`src/rtl/led_ctrl.sv`:
```
// Memory-mapped 4-LED controller: per-LED static/blink/PWM/off modes driven from
// LED_OUT, MODE, DUTY and BLINK_DIV registers; LED drive and read data are registered.
module led_ctrl #(
   parameter int              PWM_BITS  = 8,
   parameter int              DIV_WIDTH = 24,
   parameter logic [DIV_WIDTH-1:0] DIV_RESET = 24'd6_000_000
) (
   input  logic        clk,
   input  logic        resetn,
   input  logic        sel,
   input  logic [3:0]  mem_addr,
   input  logic [31:0] mem_wdata,
   input  logic [3:0]  mem_wmask,
   input  logic        mem_rstrb,
   output logic [31:0] mem_rdata,
   output logic [3:0]  leds_o
);

   // Bus handshake: a write happens on any rising edge where sel & |mem_wmask,
   // a read where sel & mem_rstrb; read data is valid the cycle after the strobe.
   logic                 wr_en, rd_en;
   logic [1:0]           idx;
   logic [31:0]          lane_mask;
   logic [3:0]           led_out;
   logic [7:0]           mode;
   logic [PWM_BITS-1:0]  duty [4];
   logic [DIV_WIDTH-1:0] blink_div, div_cnt, div_wr_val;
   logic                 blink_phase;
   logic [PWM_BITS-1:0]  pwm_cnt;
   logic [3:0]           led_nxt;
   logic [31:0]          rd_view;
   logic                 unused_ok;

   assign wr_en     = sel & (|mem_wmask);
   assign rd_en     = sel & mem_rstrb;
   assign idx       = mem_addr[3:2];
   assign lane_mask = {{8{mem_wmask[3]}}, {8{mem_wmask[2]}}, {8{mem_wmask[1]}}, {8{mem_wmask[0]}}};
   assign unused_ok = ^{mem_addr[1:0], lane_mask, mem_wdata};

   assign div_wr_val = (blink_div & ~lane_mask[DIV_WIDTH-1:0]) |
                       (mem_wdata[DIV_WIDTH-1:0] & lane_mask[DIV_WIDTH-1:0]);

   always_comb begin
      led_nxt = '0;
      for (int i = 0; i < 4; i++) begin
         case (mode[2*i +: 2])
            2'b00:   led_nxt[i] = led_out[i];
            2'b01:   led_nxt[i] = led_out[i] & blink_phase;
            2'b10:   led_nxt[i] = (pwm_cnt < duty[i]);
            default: led_nxt[i] = 1'b0;
         endcase
      end
   end

   always_comb begin
      rd_view = '0;
      case (idx)
         2'd0: rd_view[3:0] = led_out;
         2'd1: rd_view[7:0] = mode;
         2'd2: for (int i = 0; i < 4; i++) rd_view[8*i +: PWM_BITS] = duty[i];
         default: rd_view[DIV_WIDTH-1:0] = blink_div;
      endcase
   end

   always_ff @(posedge clk or negedge resetn) begin
      if (!resetn) begin
         led_out   <= '0;
         mode      <= '0;
         blink_div <= DIV_RESET;
         for (int i = 0; i < 4; i++) duty[i] <= '0;
      end else if (wr_en) begin
         case (idx)
            2'd0: if (mem_wmask[0]) led_out <= mem_wdata[3:0];
            2'd1: if (mem_wmask[0]) mode <= mem_wdata[7:0];
            2'd2: for (int i = 0; i < 4; i++)
                     if (mem_wmask[i]) duty[i] <= mem_wdata[8*i +: PWM_BITS];
            default: blink_div <= div_wr_val;
         endcase
      end
   end

   // A BLINK_DIV write restarts the interval but leaves the phase alone.
   always_ff @(posedge clk or negedge resetn) begin
      if (!resetn) begin
         div_cnt     <= DIV_RESET;
         blink_phase <= 1'b0;
      end else if (wr_en && idx == 2'd3) begin
         div_cnt <= div_wr_val;
      end else if (div_cnt == '0) begin
         div_cnt     <= blink_div;
         blink_phase <= ~blink_phase;
      end else begin
         div_cnt <= div_cnt - 1'b1;
      end
   end

   always_ff @(posedge clk or negedge resetn) begin
      if (!resetn) begin
         pwm_cnt   <= '0;
         leds_o    <= '0;
         mem_rdata <= '0;
      end else begin
         pwm_cnt <= pwm_cnt + 1'b1;
         leds_o  <= led_nxt;
         if (rd_en) mem_rdata <= rd_view;
      end
   end

endmodule

```
`config.mk`:
```
export PLATFORM = sky130hd
export DESIGN_NAME = led_ctrl
export DESIGN_NICKNAME = d
export VERILOG_FILES = /design/src/rtl/led_ctrl.sv
export SDC_FILE = /design/constraint.sdc
export NUM_CORES = 1
export LEC_CHECK = 0
export CORE_ASPECT_RATIO = 0.75
export CORE_UTILIZATION = 56
export CTS_CLUSTER_SIZE = 14
export DETAILED_ROUTE_END_ITERATION = 10
export GPL_ROUTABILITY_DRIVEN = 0
export PLACE_DENSITY = 0.78
export REMOVE_ABC_BUFFERS = 1
export SLEW_MARGIN = 20
export SYNTH_ARGS = -nofsm -noshare
export SYNTH_HDL_FRONTEND = slang
export SYNTH_SLANG_ARGS = --single-unit
```
`constraint.sdc`:
```
create_clock -name clk -period 6.8 [get_ports clk]
set_clock_uncertainty 0.2 [all_clocks]
set_input_delay 0.68 -clock clk [delete_from_list [all_inputs] [get_ports clk]]
set_output_delay 0.68 -clock clk [all_outputs]
set_load 0.05 [all_outputs]
```
==> impl_metrics.tcl <==
set metrics [dict create \
    grt_max_degree 74 \
    synth_area_leader_cell "dfrtp_1" \
    grt_usage_pct 29.0 \
    drt_iter0_drc 311 \
    numPortBuffers 77 \
    yosysWarningCount 0 \
    clk_path_buf_depth 2 \
    ys_ff_latch 137 \
    final_common_cell "dfrtp_1" \
    setup-violations-final 0 \
    worst_pin_slew_ns 1.02 \
    async_flop_share_pct 100 \
    hold_buffers 0 \
    fp.coreArea_um2 11800 \
    grt_pass1_wl_mm 28.1 \
    fill_cells 851 \
    syn_inst 637 \
    dr_total_vias 5282 \
    slew_headroom_pct 31.8 \
    wl_per_cell_um 19.1 \
    finalNetCount 787 \
    yosysUniqueCellTypes 57 \
    path_class "in2reg" \
    postCtsSetupBuffers 0 \
    synth-xor-area-share_pct 2.90 \
    critPathLaunchType "input port" \
    drt-total-wl_mm 17.0 \
    syn_area_per_cell_um2 10.9 \
    synth-compound-area-share_pct 11.3 \
    cap_violations 0 \
    yosys.area_share.simple_pct 13.0 \
    path_clk_slew_ns 0.06 \
    crit_path_end_kind "flop" \
    critPathMaxFanout 10 \
    viasPerCell 5.95 \
    drive_above_1_share_pct 18.2 \
    synthMuxAreaShare_pct 14.1 \
    clock_latency_ns 0.42 \
    io_pins 80 \
    synth-edff-count 0 \
    die_w_um 131 \
    min_period_ns 3.11 \
    start_util_pct 58.8 \
    cts.sinks 137 \
    synthAdderAreaFrac_pct 5.58 \
    status "finished clean" \
    power.density_nw_per_um2 335 \
    fmax_ghz 0.322 \
    worstPathArrival_ns 3.26 \
    worstPathRequired_ns 6.95 \
    ant_nets 0 \
    drt_pass1_iterations 5 \
    synth_top_area_share_pct 42.1 \
    syn_area_um2 6950 \
    ir_drop_mv 0.199 \
    grt_antenna_before_repair 0 \
    post-route-util_pct 71.1 \
    hold_class "in2async" \
    seq_area_frac_synth_pct 49.7 \
    h-tree-depth 4 \
    critPathLaunch "mem_wmask[0]" \
    synth_ff_type "dfrtp_1" \
    cts_tree "yes" \
    cts_buffers 17 \
    cts_root_buffer "clkbuf_16" \
    finalCritPeriodShare_pct 45.7 \
    antenna_cells 0 \
    synth_area_leaders "dfrtp_1 (42%), mux2_2 (9.9%), dfstp_2 (7.6%)" \
    layout_setup_ws_ns 3.69 \
    p_leak_nw 3.72 \
    synth_top_family_by_area "multiplexers" \
    grt_pass1_vias 5495 \
    fp-row-count 34 \
    mostFrequentLayoutCells "dfrtp_1 (117), nand2_1 (76), clkdlybuf4s50_1 (75)" \
    setup-tns-final_ns 0 \
    rsz0062_at_grt "false" \
    final-hold-violation-count 0 \
    slew_violations 0 \
    grt.overflow.total 0 \
    syn_to_final_growth_pct 21.0 \
    dieArea_um2 12900 \
    cts_resized 0 \
    die_height_um 98.5 \
    drc 0 \
    r2r_start "div_cnt[18]" \
    hpwl_mm 11.5 \
    pre_cts_ws_ns 3.37 \
]
[cell usage after synthesis, types with 2 or more instances]
library cell  count
nor4_4            3
clkbuf_1         17
mux2_2           61
nor2_1           49
mux2i_1          18
a22o_1            8
o211ai_1          8
a21oi_1          17
o31ai_1           3
mux4_2            4
a221oi_2          2
nand4_1           3
o221ai_1          3
a211oi_1          2
nor3_1            8
nor4b_1           2
inv_1            36
xor2_1           14
dfrtp_1         117
and3_1            2
nand3_1          16
o21ai_0          40
o221a_1           3
xnor2_1           9
dfstp_2          20
o41ai_1           3
buf_2             4
or4b_2            2
o22ai_1          11
or3_1             3
a22oi_1           4
a21o_1            8
nor2b_1           4
nand2b_1          5
ha_1             31
nand2_1          76
[critical path, cell delays in order]
cell and delay [ns]:
clkdlybuf4s50_1 0.58, or3_1 0.61, o21ai_4 0.37, nor2_1 0.08, a21oi_1 0.64, o221a_1 0.30
[report_power, final]
group          leakage (nW)  switching [W]  internal, W
Sequential             1.65       0.000165      0.00102
Combinational          1.79       0.000410     0.000325
Clock                 0.281       0.000352     0.000549
Total                  3.72       0.000928      0.00189
[stage by stage]
stage	hold WS (ns)	cells	power, W	instance area (µm²)
after detailed placement	0.269	855	0.00192	7840
final	0.0782	887	0.00282	8410
after CTS	0.0975	887	0.00282	8410
after global routing	0.121	887	0.00296	8410
after floorplan	0.184	614	0.00166	6850
after global placement	0.259	855	0.00189	7840
[worst paths after layout]
kind / slack (ns) / end / cells after the start
min reg2reg: 0.28 / blink_div[7] / 2
min in group clk: 0.28 / blink_div[7] / 2
max: 3.69 / div_cnt[12] / 6
max reg2reg: 3.95 / div_cnt[5] / 6
max in group asynchronous: 5.05 / duty[26] / 2
min: 0.08 / duty[3] / 1
[registers in the layout (all words and copies together), names as in the netlist]
register	flops
mode	8
duty	32
blink_div	24
led_out	4
leds_o	4
pwm_cnt	8
div_cnt	24
blink_phase	1
mem_rdata	32
[final cells by class]
cell class                 instances  area (µm²)  area share [%]
clock buffer                      21         450            5.36
clock inverter                    11         123            1.46
inverter                          36         135            1.61
multi-input combinational        441        3260            38.8
sequential                       137        3450            41.1
tap                              162         203            2.41
timing repair buffer              79         782            9.30
[cell families after synthesis]
kind of cell	Yosys count
AO/OA/AOI/OAI	118
XOR/XNOR	23
adder cells (fa/ha/maj)	31
buffers and inverters	59
flip-flops	137
multiplexers	84
AND/OR/NAND/NOR	185
[routing by layer]
layer / part of all wire, % / track usage (%)
met1: 44 / 40.3
met2: 45 / 43.7
met3: 7.5 / 6.57
met4: 2.7 / 12.7
met5: 0 / 0
Note: power is estimated with default switching activity, not from simulation.
